===== src/rtl/fp_pkg.sv =====
// rtl/fp_pkg.sv - shared floating-point widths, FSM states and result record
package fp_pkg;

  localparam int EXP_W  = 4;
  localparam int FRAC_W = 6;

  typedef enum logic [1:0] {
    ST_IDLE,
    ST_CHECK,
    ST_SHIFT,
    ST_DONE
  } norm_state_e;

  typedef struct packed {
    logic              sign;
    logic [EXP_W-1:0]  exp;
    logic [FRAC_W-2:0] frac;
    logic              zero;
    logic              overflow;
    logic              underflow;
  } fp_result_t;

endpackage


===== src/rtl/normalize_f.sv =====
// rtl/normalize_f.sv - post-add normalizer: carry fix-up, one-bit-per-cycle left shift, flags
module normalize_f #(
  parameter int EXP_W  = fp_pkg::EXP_W,
  parameter int FRAC_W = fp_pkg::FRAC_W
) (
  input  logic              clk,
  input  logic              reset,
  input  logic              start,
  input  logic              sign_in,
  input  logic [EXP_W-1:0]  exp_in,
  input  logic              carry_in,
  input  logic [FRAC_W-1:0] mag_in,
  output logic              busy,
  output logic              done,
  output logic              sum_s,
  output logic [EXP_W-1:0]  sum_e,
  output logic [FRAC_W-2:0] sum_f,
  output logic              zero,
  output logic              overflow,
  output logic              underflow
);

  localparam logic [EXP_W-1:0] EXP_MAX = '1;

  fp_pkg::norm_state_e state_q;

  logic              sign_q;
  logic              carry_q;
  logic [EXP_W-1:0]  exp_q;
  logic [FRAC_W-1:0] mag_q;

  logic              busy_q;
  logic              done_q;
  logic              sum_s_q;
  logic [EXP_W-1:0]  sum_e_q;
  logic [FRAC_W-2:0] sum_f_q;
  logic              zero_q;
  logic              ovf_q;
  logic              udf_q;

  logic [FRAC_W-1:0] mag_shl;
  logic [FRAC_W-1:0] mag_rsh;

  logic              fin_d;
  logic              res_s_d;
  logic [EXP_W-1:0]  res_e_d;
  logic [FRAC_W-2:0] res_f_d;
  logic              res_zero_d;
  logic              res_ovf_d;
  logic              res_udf_d;

  assign mag_shl = {mag_q[FRAC_W-2:0], 1'b0};
  assign mag_rsh = {1'b1, mag_q[FRAC_W-1:1]};

  // Result that would be latched if this cycle finishes the operation.
  always_comb begin
    fin_d      = 1'b0;
    res_s_d    = sign_q;
    res_e_d    = exp_q;
    res_f_d    = mag_q[FRAC_W-2:0];
    res_zero_d = 1'b0;
    res_ovf_d  = 1'b0;
    res_udf_d  = 1'b0;
    case (state_q)
      fp_pkg::ST_CHECK: begin
        fin_d = carry_q || (mag_q == '0) || mag_q[FRAC_W-1];
        if (carry_q && (exp_q == EXP_MAX)) begin
          res_ovf_d = 1'b1;
          res_e_d   = EXP_MAX;
          res_f_d   = '1;
        end else if (carry_q) begin
          res_e_d = exp_q + 1'b1;
          res_f_d = mag_rsh[FRAC_W-2:0];
        end else if (mag_q == '0) begin
          res_zero_d = 1'b1;
          res_s_d    = 1'b0;
          res_e_d    = '0;
          res_f_d    = '0;
        end
      end
      fp_pkg::ST_SHIFT: begin
        if (exp_q == '0) begin
          fin_d     = 1'b1;
          res_udf_d = 1'b1;
          res_s_d   = 1'b0;
          res_e_d   = '0;
          res_f_d   = '0;
        end else begin
          fin_d   = mag_shl[FRAC_W-1];
          res_e_d = exp_q - 1'b1;
          res_f_d = mag_shl[FRAC_W-2:0];
        end
      end
      default: ;
    endcase
  end

  always_ff @(posedge clk or posedge reset) begin
    if (reset) begin
      state_q <= fp_pkg::ST_IDLE;
      sign_q  <= 1'b0;
      carry_q <= 1'b0;
      exp_q   <= '0;
      mag_q   <= '0;
      busy_q  <= 1'b0;
      done_q  <= 1'b0;
      sum_s_q <= 1'b0;
      sum_e_q <= '0;
      sum_f_q <= '0;
      zero_q  <= 1'b0;
      ovf_q   <= 1'b0;
      udf_q   <= 1'b0;
    end else begin
      done_q <= 1'b0;
      if (fin_d) begin
        state_q <= fp_pkg::ST_DONE;
        done_q  <= 1'b1;
        sum_s_q <= res_s_d;
        sum_e_q <= res_e_d;
        sum_f_q <= res_f_d;
        zero_q  <= res_zero_d;
        ovf_q   <= res_ovf_d;
        udf_q   <= res_udf_d;
      end
      case (state_q)
        fp_pkg::ST_IDLE: begin
          if (start) begin
            sign_q  <= sign_in;
            exp_q   <= exp_in;
            carry_q <= carry_in;
            mag_q   <= mag_in;
            busy_q  <= 1'b1;
            state_q <= fp_pkg::ST_CHECK;
          end
        end
        fp_pkg::ST_CHECK: begin
          if (carry_q && (exp_q != EXP_MAX)) begin
            mag_q <= mag_rsh;
            exp_q <= exp_q + 1'b1;
          end else if (!fin_d) begin
            state_q <= fp_pkg::ST_SHIFT;
          end
        end
        fp_pkg::ST_SHIFT: begin
          if (exp_q != '0) begin
            mag_q <= mag_shl;
            exp_q <= exp_q - 1'b1;
          end
        end
        fp_pkg::ST_DONE: begin
          busy_q  <= 1'b0;
          state_q <= fp_pkg::ST_IDLE;
        end
        default: state_q <= fp_pkg::ST_IDLE;
      endcase
    end
  end

  assign busy      = busy_q;
  assign done      = done_q;
  assign sum_s     = sum_s_q;
  assign sum_e     = sum_e_q;
  assign sum_f     = sum_f_q;
  assign zero      = zero_q;
  assign overflow  = ovf_q;
  assign underflow = udf_q;

endmodule


===== config.mk =====
export PLATFORM = sky130hd
export DESIGN_NAME = normalize_f
export DESIGN_NICKNAME = d
export VERILOG_FILES = /design/src/rtl/fp_pkg.sv /design/src/rtl/normalize_f.sv
export SDC_FILE = /design/constraint.sdc
export NUM_CORES = 1
export LEC_CHECK = 0
export ABC_AREA = 1
export CAP_MARGIN = 10
export CORE_AREA = 2 2 62 64
export CTS_BUF_LIST = sky130_fd_sc_hd__clkbuf_8
export CTS_CLUSTER_DIAMETER = 150
export CTS_CLUSTER_SIZE = 24
export DETAILED_ROUTE_END_ITERATION = 12
export DIE_AREA = 0 0 64 66
export GPL_ROUTABILITY_DRIVEN = 1
export PLACE_DENSITY_LB_ADDON = 0.25
export SYNTH_ARGS = -nofsm -noshare
export SYNTH_HDL_FRONTEND = slang
export SYNTH_SLANG_ARGS = --single-unit

===== constraint.sdc =====
create_clock -name clk -period 2.6 [get_ports clk]
set_input_delay 0.52 -clock clk [delete_from_list [all_inputs] [get_ports clk]]
set_output_delay 0.52 -clock clk [all_outputs]
set_load 0.02 [all_outputs]

==> qor.json, run 1 <==
{
  "status": {"value": "finished clean"},
  "syn-num-nets": {"value": 284},
  "vias": {"value": 1714},
  "clkLatencyLatePin": {"value": 0.28, "unit": "ns"},
  "synthesis.yosys.warnings": {"value": 0},
  "layout_worst_path_cycle_share": {"value": 82.7, "unit": "%"},
  "io_pins": {"value": 30},
  "clock_tree.root_cell": {"value": "clkbuf_8"},
  "synth-edff-count": {"value": 0},
  "final_net_count": {"value": 312},
  "clock_h_tree_levels": {"value": 2},
  "max_slew_margin": {"value": 53.5, "unit": "%"},
  "drive_above_1_share": {"value": 9.62, "unit": "%"},
  "ys_ff_latch": {"value": 29},
  "floorplan.initialDensity": {"value": 53.7, "unit": "%"},
  "cap_violations": {"value": 0},
  "syn_inst": {"value": 262},
  "tritoncts_num_sinks": {"value": 29},
  "timing.hold.worst_endpoint": {"value": "sum_e[0]"},
  "syn2layout_area_growth": {"value": 19.8, "unit": "%"},
  "hold_path_startpoint": {"value": "sum_e[0]"},
  "route.final.wire_length": {"value": 4200, "unit": "um"},
  "largest_net_degree_at_the_start_of_global_routing": {"value": 30},
  "timing_hold_violations_final": {"value": 0},
  "gp_congestion": {"value": 0.874},
  "drt_pass1_iterations": {"value": 4},
  "grt_antenna_before_repair": {"value": 0},
  "cp-startpoint": {"value": "state_q[1]"},
  "fp.dieArea": {"value": 4220, "unit": "um^2"},
  "reg2reg_to": {"value": "sum_e[2]"},
  "synth_area_leaders": {"value": "dfrtp_1 (38%), nand2_1 (14%), inv_1 (6.3%), nand3_1 (6.0%), o21ai_0 (5.8%)"},
  "power.leakage": {"value": 1.15, "unit": "nW"},
  "post-synth-top-area-fraction": {"value": 38.1, "unit": "%"},
  "finalSetupTns": {"value": 0, "unit": "ns"},
  "grt_setup_unrepaired": {"value": "false"},
  "category_of_the_critical_setup_timing_path": {"value": "reg -> reg"},
  "via_per_inst": {"value": 5.06},
  "max-clock-path-buffers": {"value": 2},
  "regToRegStartpoint": {"value": "state_q[1]"},
  "floorplan.die.height": {"value": 66, "unit": "um"},
  "synth-async-reset-ratio": {"value": 100, "unit": "%"},
  "post_cts.repair.setup_buffers": {"value": 0},
  "synthesis.area": {"value": 1910, "unit": "um^2"},
  "vdd_drop_max": {"value": 0.591, "unit": "mV"},
  "diodes": {"value": 0},
  "critical_path.slowest_cell": {"value": "ha_1"},
  "tritoncts": {"value": "yes"},
  "timing.fmax": {"value": 0.465, "unit": "GHz"},
  "resized_cells_post_cts": {"value": 0},
  "period_minus_slack": {"value": 2.15, "unit": "ns"},
  "cp-end-kind": {"value": "register"},
  "power.density_cell_area": {"value": 1440, "unit": "nW/um^2"},
  "synthDominantAreaCellType": {"value": "dfrtp_1"},
  "max_stage_delay": {"value": 0.62, "unit": "ns"},
  "path_cells": {"value": "inv_1, ha_1, nand2_1, nand3_2, inv_2, nand2_4, nand2_4, inv_1, nor2_1, nor2_1"},
  "synth_top_flop_cell": {"value": "dfrtp_1"},
  "port_buffers": {"value": 29},
  "design.core.area": {"value": 3550, "unit": "um^2"},
  "synth_seq_area_share": {"value": 38.1, "unit": "%"},
  "synth.top_cells.by_count": {"value": "nand2_1 (73), inv_1 (32), dfrtp_1 (29)"},
  "worst_hold_path_type": {"value": "reg -> reg"},
  "tightestPinTransition": {"value": 0.697, "unit": "ns"},
  "reg2reg_setup_slack": {"value": 0.45, "unit": "ns"},
  "path_max_fanout": {"value": 23},
  "first_global_vias": {"value": 1679},
  "chipWidth": {"value": 64, "unit": "um"},
  "fp-row-count": {"value": 22},
  "grt_util_all_layers": {"value": 23.3, "unit": "%"},
  "worst_setup_path_start_kind": {"value": "register"},
  "yosysMostFrequentCell": {"value": "nand2_1"},
  "wl_per_cell": {"value": 12.4, "unit": "um"},
  "synthesis.area_per_instance": {"value": 7.28, "unit": "um^2"},
  "grt_overflow_total": {"value": 0},
  "setup_violations": {"value": 0},
  "required_time_at_the_endpoint_of_the_critical_path": {"value": 2.81, "unit": "ns"},
  "cts_inserted_buffers": {"value": 5},
  "synth.distinct_cells": {"value": 28},
  "share_of_the_core_filled_with_cells_in_the_final_layout": {"value": 64.3, "unit": "%"},
  "timing.final.max_slew_violations": {"value": 0},
  "cts_hold_buffers": {"value": 0},
  "dr.first_iter.drc_count": {"value": 84},
  "worstHoldPathCells": {"value": 2},
  "hpwl": {"value": 3010, "unit": "um"},
  "clkTransAtPathRegs": {"value": 0.06, "unit": "ns"},
  "drc": {"value": 0},
  "rr_worst_depth": {"value": 10},
  "finClkSkew": {"value": 0.00646, "unit": "ns"},
  "cp_data_arrival_time": {"value": 2.36, "unit": "ns"},
  "final_antenna_net_count": {"value": 0},
  "grt_first_pass_wirelength": {"value": 7600, "unit": "um"}
}
## state kept, by name, indices dropped and copies added, names as in the netlist, 2 cells and up
signal,cells
state_q,2
exp_q,4
sum_f,5
sum_e,4
mag_q,6
## where the power goes
part           internal [W]  switching, W
logic              0.000770       0.00128
clock network      0.000181      0.000173
registers          0.000671      0.000225
## routing by layer
| layer | global-route usage [%] | vias up | share of wire (%) |
|---|---|---|---|
| met4 | 7.88 | 0 | 1.6 |
| met2 | 36.7 | 59 | 44 |
| li1 | - | 904 | - |
| met1 | 32.0 | 743 | 47 |
| met5 | 0 | - | 0 |
| met3 | 4.60 | 8 | 7.1 |
## worst max-delay path, delay by kind of cell (launching register included)
kind,cells,cell delay [ns]
AND/OR/NAND/NOR,6,0.69
adder cells (fa/ha/maj),1,0.62
flip-flops,1,0.42
buffers and inverters,3,0.34
## metrics by stage
step / total power (W) / cells / hold slack [ns] / instance area, um^2 / worst slack (ns)
5_1_grt: 0.00365 / 339 / 0.527 / 2280 / 0.222
3_3_place_gp: 0.00289 / 331 / 0.473 / 2200 / 0.595
6_report: 0.00329 / 339 / 0.483 / 2280 / 0.450
3_5_place_dp: 0.00292 / 331 / 0.469 / 2200 / 0.481
2_1_floorplan: 0.00247 / 262 / 0.449 / 1910 / 1.05
4_1_cts: 0.00329 / 339 / 0.485 / 2280 / 0.449
## cell usage in the layout (no fill, tap or decap), drive strengths merged
master	count
clkdlybuf4s50	29
o2111ai	1
a21oi	6
or2	1
buf	3
nor2	22
clkinv	2
nand3	27
clkbuf	5
nand4	4
a31oi	3
inv	35
ha	7
o22ai	1
nand2	78
o21ai	32
dfrtp	29
o211ai	6
## worst max-delay path by stage
| stage | depth (start not counted) | slack (ns) | end |
|---|---|---|---|
| 4_1_cts | 10 | 0.45 | sum_e[3] |
| 5_1_grt | 10 | 0.22 | sum_e[1] |
| 3_5_place_dp | 10 | 0.48 | sum_e[3] |
| 3_3_place_gp | 10 | 0.59 | sum_e[3] |
| 2_1_floorplan | 11 | 1.05 | sum_f[1] |
| 6_report | 10 | 0.45 | sum_e[2] |
## layout make-up
type / count / area [um^2]
clock buffers: 5 / 68.8
clock inverters: 3 / 13.8
fillers: 303 / 1270
inverters: 34 / 130
multi-input cells: 188 / 973
flip-flops and latches: 29 / 726
well taps: 48 / 60.1
repair buffers: 32 / 313
## logic make-up (layout without fill, tap and decap cells)
family	Yosys count	after routing	synth area share, %
adder cells (fa/ha/maj)	7	7	4.59
AO/OA/AOI/OAI	49	49	15.0
AND/OR/NAND/NOR	132	132	31.4
buffers and inverters	45	74	10.9
flip-flops	29	29	38.1
No activity file was read; power rests on OpenSTA's default activity.
==> run 2: changes to the inputs <==
CORE_AREA = 2 2 65 67   (was 2 2 62 64)
DIE_AREA = 0 0 67 69   (was 0 0 64 66)
clock period = 1.8 ns   (was 2.6 ns; I/O delays follow)
==> run 2 against run 1 <==
Clock-buffer cell count up 2. Total power up 57%. Setup slack worse by 0.36 ns. Largest cell class unchanged. Combinational power grew 61%. Die area is 9.4% higher. Sequential power grew 41%. Utilization fell by 2.2 points. First-iteration DRC count up 26%. Sequential share of layout area is 1.9 points lower. Critical endpoint is now exp_q[1]. Flip-flop and latch count unchanged.
==> qor.json, run 2 (synthesized netlist as in run 1, its figures left out) <==
{
  "final_antenna_net_count": {"value": 0},
  "final_common_cell": {"value": "nand2_1"},
  "required_time_at_the_endpoint_of_the_critical_path": {"value": 1.96, "unit": "ns"},
  "chipWidth": {"value": 67, "unit": "um"},
  "drt_pass1_iterations": {"value": 4},
  "period_minus_slack": {"value": 1.71, "unit": "ns"},
  "critical_path.top_delay_family": {"value": "simple AND/OR/NAND/NOR gates"},
  "topRoutingLayerUsed": {"value": "met4"},
  "cap_violations": {"value": 0},
  "first_global_vias": {"value": 1636},
  "grt_overflow_total": {"value": 0},
  "grt_first_pass_wirelength": {"value": 7460, "unit": "um"},
  "power.density_cell_area": {"value": 2120, "unit": "nW/um^2"},
  "tritoncts_num_sinks": {"value": 29},
  "cp-end-kind": {"value": "register"},
  "design.core.area": {"value": 3910, "unit": "um^2"},
  "timing.final.max_slew_violations": {"value": 0},
  "route.met2.wl": {"value": 2010, "unit": "um"},
  "via_per_inst": {"value": 5.01},
  "finClkSkew": {"value": 0.00988, "unit": "ns"},
  "routed-wl-met3": {"value": 161, "unit": "um"},
  "register_containing_the_most_flip_flops_in_the_final_layout": {"value": "mag_q"},
  "syn2layout_area_growth": {"value": 27.6, "unit": "%"},
  "status": {"value": "finished clean"},
  "vias": {"value": 1784},
  "timing.final.ws_setup": {"value": 0.0929, "unit": "ns"},
  "worst_hold_path_type": {"value": "in -> async"},
  "tightestPinTransition": {"value": 0.365, "unit": "ns"},
  "timing.fmax": {"value": 0.586, "unit": "GHz"},
  "clkTransAtPathRegs": {"value": 0.07, "unit": "ns"},
  "largest_net_degree_at_the_start_of_global_routing": {"value": 30},
  "gp_congestion": {"value": 0.900},
  "setup_violations": {"value": 0},
  "dpl_cell_area": {"value": 2290, "unit": "um^2"},
  "timing_hold_violations_final": {"value": 0},
  "final_net_count": {"value": 327},
  "diodes": {"value": 0},
  "tritoncts": {"value": "yes"},
  "largest_reg_flops": {"value": 6},
  "cts_inserted_buffers": {"value": 5},
  "critical_path.slowest_cell": {"value": "dfrtp_1"},
  "critical_path.n_buffers_inverters": {"value": 3},
  "io_pins": {"value": 30},
  "finalSetupTns": {"value": 0, "unit": "ns"},
  "rr_worst_depth": {"value": 9},
  "design_area": {"value": 2430, "unit": "um^2"},
  "dr.first_iter.drc_count": {"value": 106},
  "clock_h_tree_levels": {"value": 2},
  "floorplan.die.height": {"value": 69, "unit": "um"},
  "route.final.wire_length": {"value": 4320, "unit": "um"},
  "grt_util_all_layers": {"value": 20.9, "unit": "%"},
  "max_slew_margin": {"value": 75.6, "unit": "%"},
  "drc": {"value": 0},
  "hpwl": {"value": 3250, "unit": "um"},
  "drive_above_1_share": {"value": 15.7, "unit": "%"},
  "vdd_drop_max": {"value": 0.959, "unit": "mV"},
  "max_stage_delay": {"value": 0.42, "unit": "ns"},
  "clkLatencyLatePin": {"value": 0.29, "unit": "ns"},
  "worst_setup_path_start_kind": {"value": "register"},
  "route.layer.met1.wl": {"value": 2050, "unit": "um"},
  "pre_cts_slack": {"value": -0.0165, "unit": "ns"},
  "layout_worst_path_cycle_share": {"value": 94.8, "unit": "%"},
  "cp_data_arrival_time": {"value": 1.87, "unit": "ns"},
  "fp.dieArea": {"value": 4620, "unit": "um^2"},
  "path_max_fanout": {"value": 11},
  "port_buffers": {"value": 29},
  "grt_antenna_before_repair": {"value": 0},
  "share_of_the_core_filled_with_cells_in_the_final_layout": {"value": 62.2, "unit": "%"},
  "clock_tree.root_cell": {"value": "clkbuf_8"},
  "path_cells": {"value": "inv_1, ha_2, inv_1, or2_2, nand3_1, nor2_4, buf_4, nor2_1, a31oi_1"},
  "hold_slack": {"value": 0.436, "unit": "ns"},
  "floorplan.initialDensity": {"value": 48.7, "unit": "%"},
  "critical_path_cell_count": {"value": 9},
  "wl_per_cell": {"value": 12.1, "unit": "um"},
  "max-clock-path-buffers": {"value": 2},
  "power.leakage": {"value": 1.22, "unit": "nW"},
  "crit_path_frequent_cell": {"value": "inv_1"},
  "highest_count_cells_in_the_layout_ignoring_fill_and_taps": {"value": "nand2_1 (73), inv_1 (31), dfrtp_1 (29), clkdlybuf4s50_1 (29), nand3_1 (23)"},
  "category_of_the_critical_setup_timing_path": {"value": "reg -> reg"},
  "fp-row-count": {"value": 23}
}
==> run 2: changes by cell type in the layout (fill, tap and decap cells not counted), sizes merged <==
cell    previous run  this run
inv               35        34
buf                3        18
clkbuf             5         7
clkinv             2         1
==> run 2: timing repair <==
action	4_1_cts	5_1_grt
setup buffers	0	4
resized for setup	0	6
setup endpoints to repair	0	11
hold buffers	0	0
==> run 2: layer usage <==
layer  GRT usage (%)  vias up
met3            5.22        9
met5               0        -
met1            28.9      802
met4            7.26        0
li1                -      934
met2            31.4       39
==> run 2: tightest hold or removal path: stages <==
cell,delay [ns]
clkdlybuf4s50_1,0.39
inv_1,0.05
buf_4,0.33
==> run 2: power by group <==
part           switching, W  internal, W
logic               0.00194      0.00138
clock network      0.000253     0.000345
registers          0.000286     0.000970
==> run 2: through the flow <==
step,cells,total power (W)
final,356,0.00517
after global routing,356,0.00565
after CTS,352,0.00503
after detailed placement,344,0.00441
after global placement,344,0.00436
after floorplan,262,0.00356
==> run 2: final timing paths <==
check | to | slack (ns) | from
min in group clk | sum_e[0] | 0.48 | sum_e[0]
max in group asynchronous | exp_q[3] | 1.09 | reset
max | exp_q[1] | 0.09 | state_q[0]
min | state_q[1] | 0.44 | reset
min reg2reg | sum_e[0] | 0.48 | sum_e[0]
max reg2reg | exp_q[1] | 0.09 | state_q[0]
==> run 2: cell type report <==
| class | count | area (um^2) |
|---|---|---|
| tap | 50 | 62.6 |
| fill | 387 | 1480 |
| multi-input combinational | 188 | 988 |
| clock inverter | 1 | 5.00 |
| clock buffer | 7 | 96.3 |
| timing repair buffer | 47 | 425 |
| inverter | 34 | 130 |
| sequential | 29 | 726 |
==> patch 1, RTL diff (settings of run 2) <==
Change the package constant `FRAC_W` from 6 to 3.
--- a/src/rtl/fp_pkg.sv
+++ b/src/rtl/fp_pkg.sv
@@ -3,5 +3,5 @@
 
   localparam int EXP_W  = 4;
-  localparam int FRAC_W = 6;
+  localparam int FRAC_W = 3;
 
   typedef enum logic [1:0] {
Ports: changed (resized mag_in and sum_f); port bits go from 30 to 24. No check against the original RTL was run, so the function may have changed too.
==> patch 1 against run 2 <==
Worst setup slack improved by 0.038 ns; power fell by 28%; combinational power fell by 27%; area after synthesis fell by 20%; synthesized cell count fell by 20%; highest routed layer unchanged; critical endpoint unchanged; clock power fell by 47%; wire length fell by 20%; first-iteration DRC count fell by 49%; cell area fell by 24%; sequential cell count fell by 6.
==> patch 1: results (changes against run 2) <==
stage,metric,value,unit,change
final_layout,final_layout_size_suffix_gt1_frac,0.127,,was 0.157
final_layout,final_nets,256,,was 327
grt,grt_max_degree,24,,was 30
yosys,ys_seq_area_frac,0.376,,was 0.381
worst_setup_path,cpLargestDelayFamily,adder cells,,was simple AND/OR/NAND/NOR gates
routing,wl_met3,187,um,was 161 um
final_layout,fillerInstances,437,,was 387
yosys,ys.flop_type,dfrtp_1,,unchanged
place,place_area,0.00181,mm2,was 0.00229 mm2
worst_setup_path,worst-path-stages,8,,was 9
routing,routedWlPerCell,12.0,um,was 12.1 um
run_status,status,completed,,unchanged
grt,track_usage,0.163,,was 0.209
clock_tree,cts_resized,0,,unchanged
yosys,yosys_warnings,0,,unchanged
clock_tree,cts_max_path_buffers,2,,unchanged
grt,grt_use_met3,0.0392,,was 0.0522
grt,gr-usage-met1,0.243,,was 0.289
worst_setup_path,cp_slowest_cell,ha_1,,was dfrtp_1
yosys,yosysUniqueCellTypes,26,,was 28
timing,skew,0.00114,ns,was 0.00988 ns
routing,num_vias,1381,,was 1784
routing,avgViaCountPerCell,4.83,,was 5.01
pwr,powerComb,2.41,mW,was 3.31 mW
yosys,ys_top_cells_by_count,"nand2_1, dfrtp_1, o21ai_0, nor2_1, inv_1",,"was nand2_1, inv_1, dfrtp_1, nand3_1, o21ai_0"
grt,grt_pass1_vias,1204,,was 1636
clock_tree,cts_buffers,3,,was 5
clock_tree,cts_root_buffer,clkbuf_8,,unchanged
routing,dr.pass1.iters,4,,unchanged
final_layout,multiInputGateArea,801,um2,was 988 um2
pwr,ir_worst_vdd,0.00108,V,was 0.000959 V
worst_setup_path,arrival,1.85,ns,was 1.87 ns
clock_tree,cts_setup_buffers,0,,unchanged
grt,grt_pass1_wl,5790,um,was 7460 um
place,hpwlAfterDp,2640,um,was 3250 um
routing,wl_met1,1700,um,was 2050 um
timing,slew_headroom,0.745,,was 0.756
timing,hold_ws,0.428,ns,was 0.436 ns
clock_tree,worstSkewPairLatency,0.26,ns,was 0.29 ns
clock_tree,htreeDepth,1,,was 2
worst_setup_path,regToRegSetupSlack,0.13,ns,was 0.09 ns
place,place.gp.congestion,0.849,,was 0.900
yosys,synthTopCellsByArea,"dfrtp_1, nand2_1, o21ai_0",,"was dfrtp_1, nand2_1, inv_1"
worst_setup_path,max_stage_delay,0.45,ns,was 0.42 ns
place,dp.cells,282,,was 344
grt,grt_util_met2,0.235,,was 0.314
routing,wl_met2,1530,um,was 2010 um
routing,drt_first_iter_violations,54,,was 106
clock_tree,path_clk_slew,0.08,ns,
worst_setup_path,worstReg2RegStart,state_q[0],,unchanged
yosys,syn-mean-instance-area,7.30,um2,was 7.28 um2
pwr,p_clk_frac,0.085,,was 0.116
worst_setup_path,ff2ff_path_depth,8,,was 9
worst_setup_path,cp_max_fo,8,,was 11
yosys,syn_nets,229,,was 284
place,port-buffer-count,23,,was 29
pwr,switching_power,1.87,mW,was 2.48 mW
pwr,cellLeakagePower,0.899,nW,was 1.22 nW
-- patch 1: stage by stage --
| step | power [mW] | setup WS, ns |
|---|---|---|
| after floorplan | 2.77 | 0.240 |
| after global placement | 3.38 | 0.126 |
| after detailed placement | 3.39 | 0.108 |
| after CTS | 3.72 | 0.0826 |
| after global routing | 4.10 | 0.0131 |
| final | 3.72 | 0.131 |
-- patch 1: final cells by class --
class | instances | area share
Multi-Input combinational cell | 156 | 0.431
Tap cell | 50 | 0.0336
Clock inverter | 1 | 0.00269
Clock buffer | 3 | 0.0222
Inverter | 23 | 0.0491
Timing Repair Buffer | 30 | 0.152
Sequential cell | 23 | 0.310
-- patch 1: logic make-up (layout without fill, tap and decap cells) --
kind of cell,count (synthesis),count (layout),share of synthesized area
flops,23,23,0.376
simple gates,112,112,0.328
fa+ha+maj,7,7,0.0571
buf+inv,31,57,0.105
compound gates,36,36,0.128
xor+xnor,1,1,0.00572
==> patch 2, RTL diff (settings of run 2) <==
Without the edit above. Make the reset (`reset`) synchronous in one clocked block.
--- a/src/rtl/normalize_f.sv
+++ b/src/rtl/normalize_f.sv
@@ -96,5 +96,5 @@
   end
 
-  always_ff @(posedge clk or posedge reset) begin
+  always_ff @(posedge clk) begin
     if (reset) begin
       state_q <= fp_pkg::ST_IDLE;
Behaviour: differs if reset is asserted again (counterexample within 4 cycles, from zero or initial values and one cycle with reset high); with reset held inactive, the same outputs for 10 cycles.
==> patch 2 against run 2 <==
Power decreased by 31%; largest power group unchanged; highest routed layer unchanged; first-iteration DRC count rose by 18%; largest cell class unchanged; sequential cell count is the same; wire length rose by 6.1%; cell area decreased by 7.6%; area after synthesis down 8.7%; hold slack better by 0.031 ns; combinational power is 41% lower; critical endpoint is now sum_e[2]; worst setup slack better by 0.024 ns.
==> patch 2: results (changes against run 2) <==
stage,metric,value,unit,change
run_status,status,completed,,unchanged
routing,num_vias,1795,,was 1784
yosys,synthAdderAreaFrac,0.0503,,was 0.0459
place,place.gp.congestion,0.978,,was 0.900
yosys,synth_compound_area_frac,0.204,,was 0.150
pwr,cellLeakagePower,0.979,nW,was 1.22 nW
yosys,synth.area.mux_share,0,,unchanged
yosys,ys_seq_area_frac,0.334,,was 0.381
place,place_area,0.00211,mm2,was 0.00229 mm2
worst_setup_path,regToRegSetupSlack,0.12,ns,was 0.09 ns
timing,skew,0.00274,ns,was 0.00988 ns
timing,slew_headroom,0.767,,was 0.756
yosys,yosysUniqueCellTypes,31,,was 28
worst_setup_path,worstReg2RegStart,exp_q[0],,was state_q[0]
grt,grt_util_met2,0.311,,was 0.314
place,dp.cells,336,,was 344
yosys,ys.flop_type,dfxtp_1,,was dfrtp_1
grt,gr-usage-met1,0.290,,was 0.289
grt,grt_pass1_vias,1612,,was 1636
routing,avgViaCountPerCell,5.19,,was 5.01
pwr,ir_worst_vdd,0.000750,V,was 0.000959 V
routing,wl_met2,2100,um,was 2010 um
place,post-place-ws,0.0535,ns,was -0.0165 ns
worst_setup_path,crit_end,sum_e[2],,was exp_q[1]
grt,grt_pass1_wl,7470,um,was 7460 um
yosys,syn_nets,278,,was 284
routing,wl_met1,2070,um,was 2050 um
grt,grt_use_met3,0.0734,,was 0.0522
timing,fmaxAchievable,0.594,GHz,was 0.586 GHz
routing,drt_first_iter_violations,125,,was 106
worst_setup_path,ff2ff_path_depth,8,,was 9
routing,routedWlPerCell,13.2,um,was 12.1 um
yosys,synth_xor_area_frac,0.0101,,was 0
yosys,ys_top_cells_by_count,"nand2_1, dfxtp_1, nor2_1, o21ai_0, inv_1",,"was nand2_1, inv_1, dfrtp_1, nand3_1, o21ai_0"
place,hpwlAfterDp,3340,um,was 3250 um
grt,grt_max_degree,25,,was 30
worst_setup_path,cpLargestDelayFamily,simple AND/OR/NAND/NOR gates,,unchanged
yosys,syn-mean-instance-area,6.80,um2,was 7.28 um2
final_layout,final_layout_size_suffix_gt1_frac,0.145,,was 0.157
[patch 2: cell types whose count changed after synthesis, sizes merged, moves of 3 or more]
cell	before	now
buf	10	4
dfxtp	0	29
nor2	22	31
nand2	78	56
nor3	0	3
a21oi	6	18
dfrtp	29	0
nand3	27	23
clkbuf	1	6
nand4	4	0
o211ai	6	3
inv	34	29
a31oi	3	6
[patch 2: layout make-up]
| class | instances | area (um2) | share of cell area |
|---|---|---|---|
| clock inverter | 1 | 5.00 | 0.00223 |
| inverter | 29 | 111 | 0.0495 |
| timing repair buffer | 41 | 380 | 0.169 |
| tap | 50 | 62.6 | 0.0278 |
| multi-input combinational | 189 | 1010 | 0.449 |
| clock buffer | 7 | 96.3 | 0.0428 |
| sequential | 29 | 583 | 0.259 |
[patch 2: report_power, final]
group          internal [mW]  total [mW]  leakage (nW)  switching, mW
registers              0.837        1.03         0.238          0.197
clock network          0.345       0.603        0.0542          0.258
logic                  0.733        1.94         0.686           1.21
total                   1.91        3.58         0.979           1.66
